File: config.mk
export PLATFORM = sky130hd
export DESIGN_NAME = booth_div_flat
export DESIGN_NICKNAME = d
export VERILOG_FILES = /design/src/rtl/booth_div_pkg.sv /design/src/rtl/booth_div_if.sv /design/src/rtl/booth_div_div_step.sv /design/src/rtl/booth_div.sv /design/src/flat_wrapper.sv
export SDC_FILE = /design/constraint.sdc
export NUM_CORES = 1
export LEC_CHECK = 0
export ABC_AREA = 1
export CAP_MARGIN = 20
export CORE_ASPECT_RATIO = 0.9
export CORE_UTILIZATION = 45
export CTS_CLUSTER_DIAMETER = 50
export CTS_CLUSTER_SIZE = 25
export DETAILED_ROUTE_END_ITERATION = 12
export HOLD_SLACK_MARGIN = 0.03
export PLACE_DENSITY = 0.66
export SLEW_MARGIN = 20
export SYNTH_ARGS = -nofsm -noshare
export SYNTH_HDL_FRONTEND = slang
export SYNTH_SLANG_ARGS = --single-unit
File: constraint.sdc
create_clock -name clk -period 5.7 [get_ports clk]
set_clock_uncertainty 0.1 [all_clocks]
set_input_delay 0.855 -clock clk [delete_from_list [all_inputs] [get_ports clk]]
set_output_delay 0.855 -clock clk [all_outputs]
set_load 0.03 [all_outputs]
File: src/rtl/booth_div_pkg.sv
// Shared widths, state encoding and saturation limits for the booth_div signed divider.
package booth_div_pkg;

    localparam int DW = 41;
    localparam int VW = 16;
    localparam int QW = 25;
    localparam int CW = 6;

    typedef enum logic [1:0] {
        IDLE,
        CALC,
        FIX,
        DONE
    } state_t;

    localparam logic signed [QW-1:0] QMAX = 25'sh0FF_FFFF;
    localparam logic signed [QW-1:0] QMIN = 25'sh100_0000;

endpackage

File: src/rtl/booth_div_if.sv
// Operand and result handshakes of booth_div; master drives operands, slave is the divider.
interface booth_div_if;
    import booth_div_pkg::*;

    logic                 in_valid;
    logic                 in_ready;
    logic signed [DW-1:0] dividend;
    logic signed [VW-1:0] divisor;
    logic                 out_valid;
    logic                 out_ready;
    logic signed [QW-1:0] quotient;
    logic signed [VW-1:0] remainder;
    logic                 ovf;
    logic                 dz;

    modport master (
        output in_valid, dividend, divisor, out_ready,
        input  in_ready, out_valid, quotient, remainder, ovf, dz
    );

    modport slave (
        input  in_valid, dividend, divisor, out_ready,
        output in_ready, out_valid, quotient, remainder, ovf, dz
    );

endinterface

File: src/rtl/booth_div_div_step.sv
// One combinational restoring-division step: shift in a dividend bit, subtract if it fits.
module div_step
    import booth_div_pkg::*;
(
    input  logic [VW:0]   prem,
    input  logic          din,
    input  logic [VW-1:0] dvs,
    output logic [VW:0]   prem_nxt,
    output logic          qbit
);

    logic [VW+1:0] trial;

    always_comb begin
        trial    = {prem, din};
        qbit     = (trial >= {2'b00, dvs});
        prem_nxt = (VW+1)'(qbit ? trial - {2'b00, dvs} : trial);
    end

endmodule

File: src/rtl/booth_div.sv
// Sequential signed divider, 41-bit dividend by 16-bit divisor, one quotient bit per cycle,
// with saturation of the 25-bit quotient and divide-by-zero flagging.
module booth_div
    import booth_div_pkg::*;
(
    input  logic        clk,
    input  logic        rst,
    booth_div_if.slave  bus
);

    localparam logic [DW-1:0] MAG_POS = DW'(24'hFF_FFFF);
    localparam logic [DW-1:0] MAG_NEG = DW'(25'h100_0000);

    state_t               state, state_nxt;
    logic                 accept;
    logic [CW-1:0]        cnt;
    logic [DW-1:0]        dvd;
    logic [VW-1:0]        dvs;
    logic [VW:0]          prem, prem_nxt;
    logic                 qbit;
    logic                 neg_d, neg_q;
    logic signed [QW-1:0] q_fix;
    logic signed [VW-1:0] r_fix;
    logic                 ovf_fix;

    div_step u_step (
        .prem     (prem),
        .din      (dvd[DW-1]),
        .dvs      (dvs),
        .prem_nxt (prem_nxt),
        .qbit     (qbit)
    );

    always_ff @(posedge clk) begin
        if (rst) state <= IDLE;
        else     state <= state_nxt;
    end

    always_comb begin
        state_nxt   = state;
        bus.in_ready = 1'b0;
        accept      = 1'b0;
        case (state)
            IDLE: begin
                bus.in_ready = 1'b1;
                if (bus.in_valid) begin
                    accept    = 1'b1;
                    state_nxt = CALC;
                end
            end
            CALC: if (cnt == '0) state_nxt = FIX;
            FIX:  state_nxt = DONE;
            DONE: if (bus.out_valid && bus.out_ready) state_nxt = IDLE;
            default: state_nxt = IDLE;
        endcase
    end

    // After the last step dvd holds the quotient magnitude: dividend bits leave at the top
    // while quotient bits enter at the bottom.
    always_comb begin
        ovf_fix = 1'b0;
        q_fix   = neg_q ? -QW'(dvd) : QW'(dvd);
        r_fix   = neg_d ? -VW'(prem) : VW'(prem);
        if (dvs == '0) begin
            q_fix = neg_d ? QMIN : QMAX;
            r_fix = '0;
        end else if (!neg_q && dvd > MAG_POS) begin
            q_fix   = QMAX;
            ovf_fix = 1'b1;
        end else if (neg_q && dvd > MAG_NEG) begin
            q_fix   = QMIN;
            ovf_fix = 1'b1;
        end
    end

    always_ff @(posedge clk) begin
        if (rst) begin
            cnt           <= '0;
            dvd           <= '0;
            dvs           <= '0;
            prem          <= '0;
            neg_d         <= 1'b0;
            neg_q         <= 1'b0;
            bus.quotient  <= '0;
            bus.remainder <= '0;
            bus.ovf       <= 1'b0;
            bus.dz        <= 1'b0;
            bus.out_valid <= 1'b0;
        end else begin
            if (accept) begin
                dvd   <= bus.dividend[DW-1] ? -bus.dividend : bus.dividend;
                dvs   <= bus.divisor[VW-1] ? -bus.divisor : bus.divisor;
                neg_d <= bus.dividend[DW-1];
                neg_q <= bus.dividend[DW-1] ^ bus.divisor[VW-1];
                prem  <= '0;
                cnt   <= CW'(DW-1);
            end
            if (state == CALC) begin
                prem <= prem_nxt;
                dvd  <= {dvd[DW-2:0], qbit};
                if (cnt != '0) cnt <= cnt - CW'(1);
            end
            if (state == FIX) begin
                bus.quotient  <= q_fix;
                bus.remainder <= r_fix;
                bus.ovf       <= ovf_fix;
                bus.dz        <= (dvs == '0);
            end
            // Results sit one cycle in DONE before being offered to the consumer.
            bus.out_valid <= (state == DONE) && !(bus.out_valid && bus.out_ready);
        end
    end

endmodule

File: src/flat_wrapper.sv
// flat-port wrapper written by rule: the top's interface ports become plain ports
module booth_div_flat import booth_div_pkg::*;
  (clk, rst, bus_in_valid, bus_dividend, bus_divisor, bus_out_ready, bus_in_ready, bus_out_valid, bus_quotient, bus_remainder, bus_ovf, bus_dz);
  booth_div_if bus_i ();
  input  logic clk;
  input  logic rst;
  input wire logic [$bits(bus_i.in_valid)-1:0] bus_in_valid;
  input wire logic [$bits(bus_i.dividend)-1:0] bus_dividend;
  input wire logic [$bits(bus_i.divisor)-1:0] bus_divisor;
  input wire logic [$bits(bus_i.out_ready)-1:0] bus_out_ready;
  output wire logic [$bits(bus_i.in_ready)-1:0] bus_in_ready;
  output wire logic [$bits(bus_i.out_valid)-1:0] bus_out_valid;
  output wire logic [$bits(bus_i.quotient)-1:0] bus_quotient;
  output wire logic [$bits(bus_i.remainder)-1:0] bus_remainder;
  output wire logic [$bits(bus_i.ovf)-1:0] bus_ovf;
  output wire logic [$bits(bus_i.dz)-1:0] bus_dz;
  assign bus_i.in_valid = bus_in_valid;
  assign bus_i.dividend = bus_dividend;
  assign bus_i.divisor = bus_divisor;
  assign bus_i.out_ready = bus_out_ready;
  assign bus_in_ready = bus_i.in_ready;
  assign bus_out_valid = bus_i.out_valid;
  assign bus_quotient = bus_i.quotient;
  assign bus_remainder = bus_i.remainder;
  assign bus_ovf = bus_i.ovf;
  assign bus_dz = bus_i.dz;
  booth_div u_core (.clk(clk), .rst(rst), .bus(bus_i));
endmodule
=== After elaboration in Yosys (flattened, before gate mapping) ===
Index checks and enable logic that the tools add are counted.

* $add $sub $neg: 6
* $lt $le $gt $ge: 3
* Eq/ne operators: 6
* Mux-type cells: 27
* Bitwise operators: 1
* Reductions and logical operators: 12

{| class="wikitable"
|+ Operators by type and width
! cell !! number
|-
| $mux 25 || 5
|-
| $mux 41 || 3
|-
| $mux 17 || 3
|-
| $mux 16 || 3
|-
| $gt 41x24->1 const B || 1
|-
| $gt 41x25->1 const B || 1
|-
| $neg 41->41 || 1
|-
| $neg 16->16 || 2
|-
| $neg 25->25 || 1
|-
| $ge 18x16->1 || 1
|-
| $mux 6 || 3
|-
| $sub 17x16->17 || 1
|-
| $logic_not 16->1 || 1
|-
| $pmux 2 s4 || 1
|-
| $logic_not 6->1 || 1
|-
| $mux 1 || 6
|-
| $mux 2 || 3
|-
| $reduce_bool 6->1 || 1
|-
| $sub 6x1->6 const B || 1
|-
| $eq 2x2->1 const B || 2
|-
| $logic_and 1x1->1 || 4
|-
| $ne 2x2->1 const B || 2
|-
| $reduce_and 3->1 || 1
|-
| $eq 2x1->1 const B || 1
|-
| other kinds (5) || 6
|}

* Bits in registers: 128
* Output and inout port bits: 45
* Logic and storage cells: 67

=== Depth between registers and ports, before layout ===
Gate-level depths: netlist of run 1.

* Depth after elaboration: 5
* Gate-level depth with buffers: 14
* Mapped depth without buffers: 14

=== Hierarchy ===
A second synthesis of run 1 with hierarchy kept.

* Cells, all modules: 1590
* Area, all modules: 9705.6 µm²

{| class="wikitable"
|+ Modules (own cells, without submodules)
! module !! instances !! cells each !! area an instance (µm²) !! sequential area each (µm²)
|-
| booth_div || 1 || 1298 || 8197.9 || 2562.5
|-
| div_step || 1 || 292 || 1507.7 || 0.0
|}

=== Worst setup path before layout of run 1 ===
Ideal clock, no wire load.

* Path kind: input-to-reg
* From: input port bus_dividend[1]
* To: register u_core.dvd[22]
* Setup time: 0.132 ns
* Arrival time: 2.014 ns
* Required time: 5.468 ns
* Setup slack: 3.453 ns
* Stages: 12
* Buffers on the path: 0
* Cell sequence: inv_1 -> ha_1 -> inv_1 -> nor2_1 -> nand3_1 -> nor2_2 -> nand2_1 -> nand2_1 -> o21ai_0 -> xor2_1 -> nand2_1 -> a21oi_1

* Longest elaborated chain between the ends: 4

{| class="wikitable"
|+ RTL lines
! what !! RTL line !! source
|-
| from (decl) || flat_wrapper.sv:8 || <nowiki>input wire logic [$bits(bus_i.dividend)-1:0] bus_dividend;</nowiki>
|-
| $neg 41->41 || booth_div.sv:91 || <nowiki>dvd <= bus.dividend[DW-1] ? -bus.dividend : bus.dividend;</nowiki>
|-
| $mux 41 || booth_div.sv:91 ||
|-
| $mux 41 || booth_div.sv:90 || <nowiki>if (accept) begin</nowiki>
|-
| $mux 41 || booth_div.sv:98 || <nowiki>if (state == CALC) begin</nowiki>
|-
| to (signal assigned) || booth_div.sv:91 ||
|-
| to (signal assigned) || booth_div.sv:100 || <nowiki>dvd <= {dvd[DW-2:0], qbit};</nowiki>
|-
| to (decl) || booth_div.sv:17 || <nowiki>logic [DW-1:0] dvd;</nowiki>
|}

Every way passes these cells. The select of a mux whose other input is x is not followed.
A chain may end at the register's enable or synchronous reset.

=== Worst setup path after layout of run 1 ===
* From: input port bus_in_valid
* To: register u_core.dvd[31]

* Longest elaborated chain between the ends: 3

{| class="wikitable"
|+ RTL lines
! what !! RTL line !! source
|-
| from (decl) || flat_wrapper.sv:7 || <nowiki>input wire logic [$bits(bus_i.in_valid)-1:0] bus_in_valid;</nowiki>
|-
| $mux 1 || booth_div.sv:46 || <nowiki>if (bus.in_valid) begin</nowiki>
|-
| $mux 1 || booth_div.sv:43 || <nowiki>case (state)</nowiki>
|-
| $reduce_bool 2->1 (no source line) || n/a ||
|}

Every way passes these cells.

==> metrics, run 1 <==
status=completed; Hold Fails Final Rpt=0; Avg Synthesized Cell Area=6.17 um2; Mapped Area=~0.0093 mm2; Async SR Flop Fraction=0; Yosys cell types=46; utilization after layout=0.548; YS warnings=0; Area Overhead vs Synth=18.4%; fill count=about 2.1k; number of buffers added on ports=105; GRT overflow=0; Req. time, crit path=5940 ps; share of layout cells above drive strength 1=0.0647; drt first pass iters=5; P_sw=approximately 3400 uW; max-slew violations=0; clk sink count=128; largest net degree at the start of global routing=61; max-cap viol count=0; TritonCTS clock tree=built; EDFF count, synth=0; H-Tree Depth=4; Total Wirelength=26800 um; hold path depth=2; die area=0.0213 mm2; RSZ-0062 raised after global routing=no; Worst VDD drop=0.378 mV; CTS Buffer Depth=2; global-route wire length before repair=44300 um; WL per Instance=between 10 and 15 um; fin crit period=3290 ps; Pwr Density=608 mW/mm2; most frequent cell after synthesis=nand2_1; flop2flop setup slack=2560 ps; r2r startpoint=u_core.state[0]; # hold bufs at CTS=0; Hold Path Class=flop to flop; commonest cells in the netlist=413 x nand2_1, 176 x inv_1, 150 x nand3_1; Num CTS Buffers=17; Worst Hold Launch=u_core.bus.remainder[3]; CP Launch Type=primary input; final worst setup slack=between 2000 and 2500 ps; Top FF cell, synth=dfxtp_1; Gate Count Post-Synth=1508; post-cts sizing count=0; initial antenna violation count=0; Initial Util=0.463; slew margin rel.=0.379; initial DRC count=846; site row count=49; Worst-Skew Late Latency=between 400 and 500 ps; WHS Endpoint=u_core.bus.remainder[3]; setup tns final=0 ps; # setup viols final=0; I/O Pins=106; vias per cell=5.33; hpwl dp=~20000 um; Die X=154 um; vias=around 10k; pre-CTS setup slack=2020 ps; Sequential Power Share=0.216; syn_nets=1597; GRT Total Usage=0.255; sequential area share after synthesis=0.275; Core ar.=0.0201 mm2; Max Clk Rate=0.304 GHz; DRC viols=0; antenna-violating nets left=0; Synth area leader=dfxtp_1; NumNets Final=1667; CTS clk-pin slew, worst paths=60 ps; critical path peak fanout=47; FF+latch count, synth=128; ant diodes=0; Synth top area share=0.275; Tcrit/Tclk final=0.578; Crit path arrival time=3530 ps; Net Sw Frac=0.505; combinational share of power=0.618; cells taking the most area after synthesis=dfxtp_1 28%, nand2_1 17%, nand3_1 8.1%, inv_1 7.1%, a21oi_1 6.4%; setup bufs post-CTS=0; Crit Path Class=primary input to flop; Worst-Margin Slew=roughly 930 ps; Pleak=approximately 0.0047 uW; Root Buffer=clkbuf_16; Crit Reg-Reg Endpoint=u_core.dvd[31]; P_int=approximately 3300 uW; Clk network pwr share=0.166; GPL Wtd Cong=0.931; number of global-route vias before repair=8698; Worst R2R Path Depth=10; Critical Path End Type=flop; DIE HEIGHT=138 um
[registers in the layout, summed over array words and instances (netlist names)]
register,flops
u_core.dvs,16
u_core.bus.ovf,1
u_core.neg_d,1
u_core.bus.quotient,25
u_core.dvd,41
u_core.bus.remainder,16
u_core.prem,17
u_core.bus.out_valid,1
u_core.bus.dz,1
u_core.state,2
u_core.cnt,6
u_core.neg_q,1
[cell type report]
class | instances | area, um2 | share of cell area
inverter | 184 | 691 | 0.0627
tap | 255 | 319 | 0.0290
clock buffer | 20 | 447 | 0.0405
sequential | 128 | 2560 | 0.233
multi-input combinational | 1135 | 5740 | 0.521
timing repair buffer | 112 | 1100 | 0.0999
clock inverter | 12 | 156 | 0.0142
[cell usage in the layout (no fill, tap or decap), types with 13 or more instances in the layout]
cell type        count
a21oi_1            119
a21oi_2             22
a31oi_1             28
clkbuf_16           17
clkdlybuf4s50_1    104
dfxtp_1            128
ha_1                27
inv_1              176
nand2_1            413
nand3_1            150
nand4_1             34
nor2_1             133
o21ai_0             72
o22ai_1             13
xnor2_1             15
xor2_1              30
[metal layers]
layer / vias up / track usage / wire length (um)
met2: 304 / 0.363 / 10900
met4: 0 / 0.0563 / 290
met3: 20 / 0.0361 / 1480
met5: - / 0 / 0
li1: 5089 / - / -
met1: 4421 / 0.399 / 14100
[kinds of logic (layout without fill, tap and decap cells)]
logic type                 count (synthesis)  count (layout)  share of synthesized area
AOI/OAI and AO/OA                        280             280                      0.174
xor gates and xnor gates                  45              45                     0.0423
DFF                                      128             128                      0.275
buffers and inverters                    245             328                      0.109
and+or+nand+nor                          782             782                      0.362
adders and majority gates                 28              28                     0.0384
[worst max-delay path by stage]
stage / from / endpoint / slack [ps] / cells past startpoint
final: bus_in_valid / u_core.dvd[31] / 2410 / 9
after global routing: bus_in_valid / u_core.dvd[28] / 2150 / 9
after CTS: bus_in_valid / u_core.dvd[18] / 2460 / 9
after detailed placement: bus_in_valid / u_core.dvd[18] / 2020 / 9
after global placement: bus_in_valid / u_core.dvd[23] / 2110 / 9
after floorplan: bus_dividend[1] / u_core.dvd[22] / 3450 / 12
[power by group through the flow]
stage                     clock network (uW)  registers (uW)  logic [uW]
after floorplan                            0            1520        3120
after global placement                     0            1450        4050
after detailed placement                   0            1460        4080
after CTS                               1130            1440        4110
after global routing                    1170            1490        4660
final                                   1110            1450        4140
[through the flow]
step,std cells,power [uW],instance area (um2),hold WS (ps)
2_1_floorplan,1508,4650,9310,350
3_3_place_gp,1814,5500,10400,352
3_5_place_dp,1814,5530,10400,356
4_1_cts,1846,6670,11000,365
5_1_grt,1846,7320,11000,382
6_report,1846,6700,11000,362
[worst max-delay path, stage by stage]
cell and delay, ps:
clkdlybuf4s50_1 410, nand2_1 340, inv_1 410, nor2_2 160, buf_4 460, inv_1 400
o22ai_1 220, inv_1 70, a21oi_1 160
Power figures use the tool's default switching activity.
==> inputs of run 2 (changes only) <==
--- a/config.mk
+++ b/config.mk
@@ -13,7 +13,7 @@
 export CTS_CLUSTER_SIZE = 25
 export DETAILED_ROUTE_END_ITERATION = 12
 export HOLD_SLACK_MARGIN = 0.03
-export PLACE_DENSITY = 0.66
+export PLACE_DENSITY = 0.69
 export SLEW_MARGIN = 20
 export SYNTH_ARGS = -nofsm -noshare
 export SYNTH_HDL_FRONTEND = slang
==> constraint.sdc (replaced) <==
create_clock -name clk -period 3 [get_ports clk]
set_clock_uncertainty 0.1 [all_clocks]
set_input_delay 0.45 -clock clk [delete_from_list [all_inputs] [get_ports clk]]
set_output_delay 0.45 -clock clk [all_outputs]
set_load 0.03 [all_outputs]
==> run 2 against run 1 <==
Net effect: critical path depth up 3; global-route usage up 0.32 points; routed wire length up 0.83%; count of clock-buffer cells in the layout down 2; sequential cell count unchanged; via count down 0.17%; sequential power up 88%; first-iteration DRC count down 2.4%; cell count up 0.49%; worst hold slack better by 3.1 ps.
==> metrics, run 2 (synthesized netlist as in run 1, its figures left out) <==
Worst Hold Launch=u_core.bus.remainder[15]; initial antenna violation count=0; clk sink count=128; Critical Path End Type=flop; Sequential Power Share=0.212; GR Layer Usage met3=0.0361; met2 usage=0.383; initial DRC count=826; # setup viols final=0; antenna-violating nets left=0; flop2flop setup slack=roughly 640 ps; TritonCTS clock tree=built; crit path from=u_core.dvd[40]; vias=between 9k and 10k; Worst-Margin Slew=747 ps; drt first pass iters=5; fin crit period=2360 ps; Core ar.=around 0.020 mm2; most frequent cells in the layout=413 x nand2_1, 176 x inv_1, 150 x nand3_1; CTS Buffer Depth=2; Top Registers=u_core.dvd (41), u_core.bus.quotient (25), u_core.prem (17); utilization after layout=0.552; P_sw=6480 uW; ant diodes=0; RSZ-0062 raised after global routing=no; Hold Fails Final Rpt=0; H-Tree Depth=4; status=completed; Worst-Skew Late Latency=430 ps; GRT Max-Usage Layer=met1; DIE HEIGHT=around 140 um; post-cts sizing count=0; die area=0.0213 mm2; Pleak=0.00473 uW; hpwl dp=20600 um; hold path depth=2; I/O Pins=106; Clk network pwr share=0.168; Area Overhead vs Synth=19.3%; Crit path arrival time=roughly 2500 ps; Root Buffer=clkbuf_16; site row count=49; Crit Path Class=flop to flop; Tcrit/Tclk final=0.785; max FFs per register=41; share of layout cells above drive strength 1=0.0706; GRT Total Usage=0.258; max-slew violations=0; Req. time, crit path=3180 ps; vias per cell=5.29; max-cap viol count=0; Global Route met1 Usage=0.386; global-route wire length before repair=44500 um; GPL Wtd Cong=slightly below 1; commonest non-fill, non-tap cell in the layout=nand2_1; CTS clk-pin slew, worst paths=60 ps; Die X=154 um; number of buffers added on ports=roughly 110; setup tns final=0 ps; Total Wirelength=27000 um; CP Launch Type=flop; Hold Slack=365 ps; Pwr Density=1160 mW/mm2; slew margin rel.=0.502; r2r startpoint=u_core.dvd[40]; setup bufs post-CTS=0; most flop-heavy register=u_core.dvd; GRT overflow=0; DRC viols=0; Worst R2R Path Depth=12; Hold Path Class=flop to flop; Num CTS Buffers=17; number of global-route vias before repair=8834; Net Sw Frac=0.504; WL per Instance=14.5 um; Worst VDD drop=0.657 mV; critical path peak fanout=18; Initial Util=0.463; # hold bufs at CTS=0; Max Clk Rate=0.425 GHz; P_int=~6400 uW; combinational share of power=0.620; largest net degree at the start of global routing=slightly below 60; NumNets Final=1676
## run 2: cell count changes in the layout (fill, tap and decap cells not counted)
cell      change
buf_12        +1
clkinv_2      -1
buf_4         +8
inv_6         +3
clkbuf_8      -1
clkbuf_1      -1
## run 2: stage by stage
step           total power, uW  area, um2  setup slack, ps  instances
6_report                 12900      11100              645       1855
5_1_grt                  14100      11100              499       1855
4_1_cts                  12800      11100              650       1855
3_5_place_dp             10600      10500              392       1823
3_3_place_gp             10600      10500              487       1823
2_1_floorplan             8830       9310              957       1508
## run 2: worst max-delay path, stage by stage (launching register included)
cell	delay (ps)
dfxtp_1	330
inv_1	160
ha_1	190
inv_1	80
fa_1	430
nand4_1	130
nand3_2	110
nand2_2	140
nand2_4	150
nand2_2	150
o21ai_0	110
nand2_1	80
a21oi_1	50
## run 2: final timing paths
| path | to |
|---|---|
| setup / recovery | u_core.prem[13] |
| hold / removal | u_core.bus.remainder[15] |
| setup reg to reg | u_core.prem[13] |
| hold reg to reg | u_core.bus.remainder[15] |
## run 2: area by class of cell
class                           instances  area [um2]
Sequential cell                       128        2560
Timing Repair Buffer                  121        1180
Fill cell                            2052        9000
Tap cell                              255         319
Multi-Input combinational cell       1135        5740
Clock inverter                         14         178
Inverter                              184         691
Clock buffer                           18         429
## run 2: power groups by stage
stage,registers [uW],logic [uW],clock network [uW]
floorplan,2890,5940,0
global placement,2740,7810,0
detailed placement,2750,7860,0
CTS,2710,7920,2180
global route,2810,8980,2270
finish,2730,7980,2160
## run 2: metal layers
layer  vias up  wire, um
met2       267     11300
met3        29      1380
met1      4413     14000
met5         -         0
li1       5108         -
met4         0       326
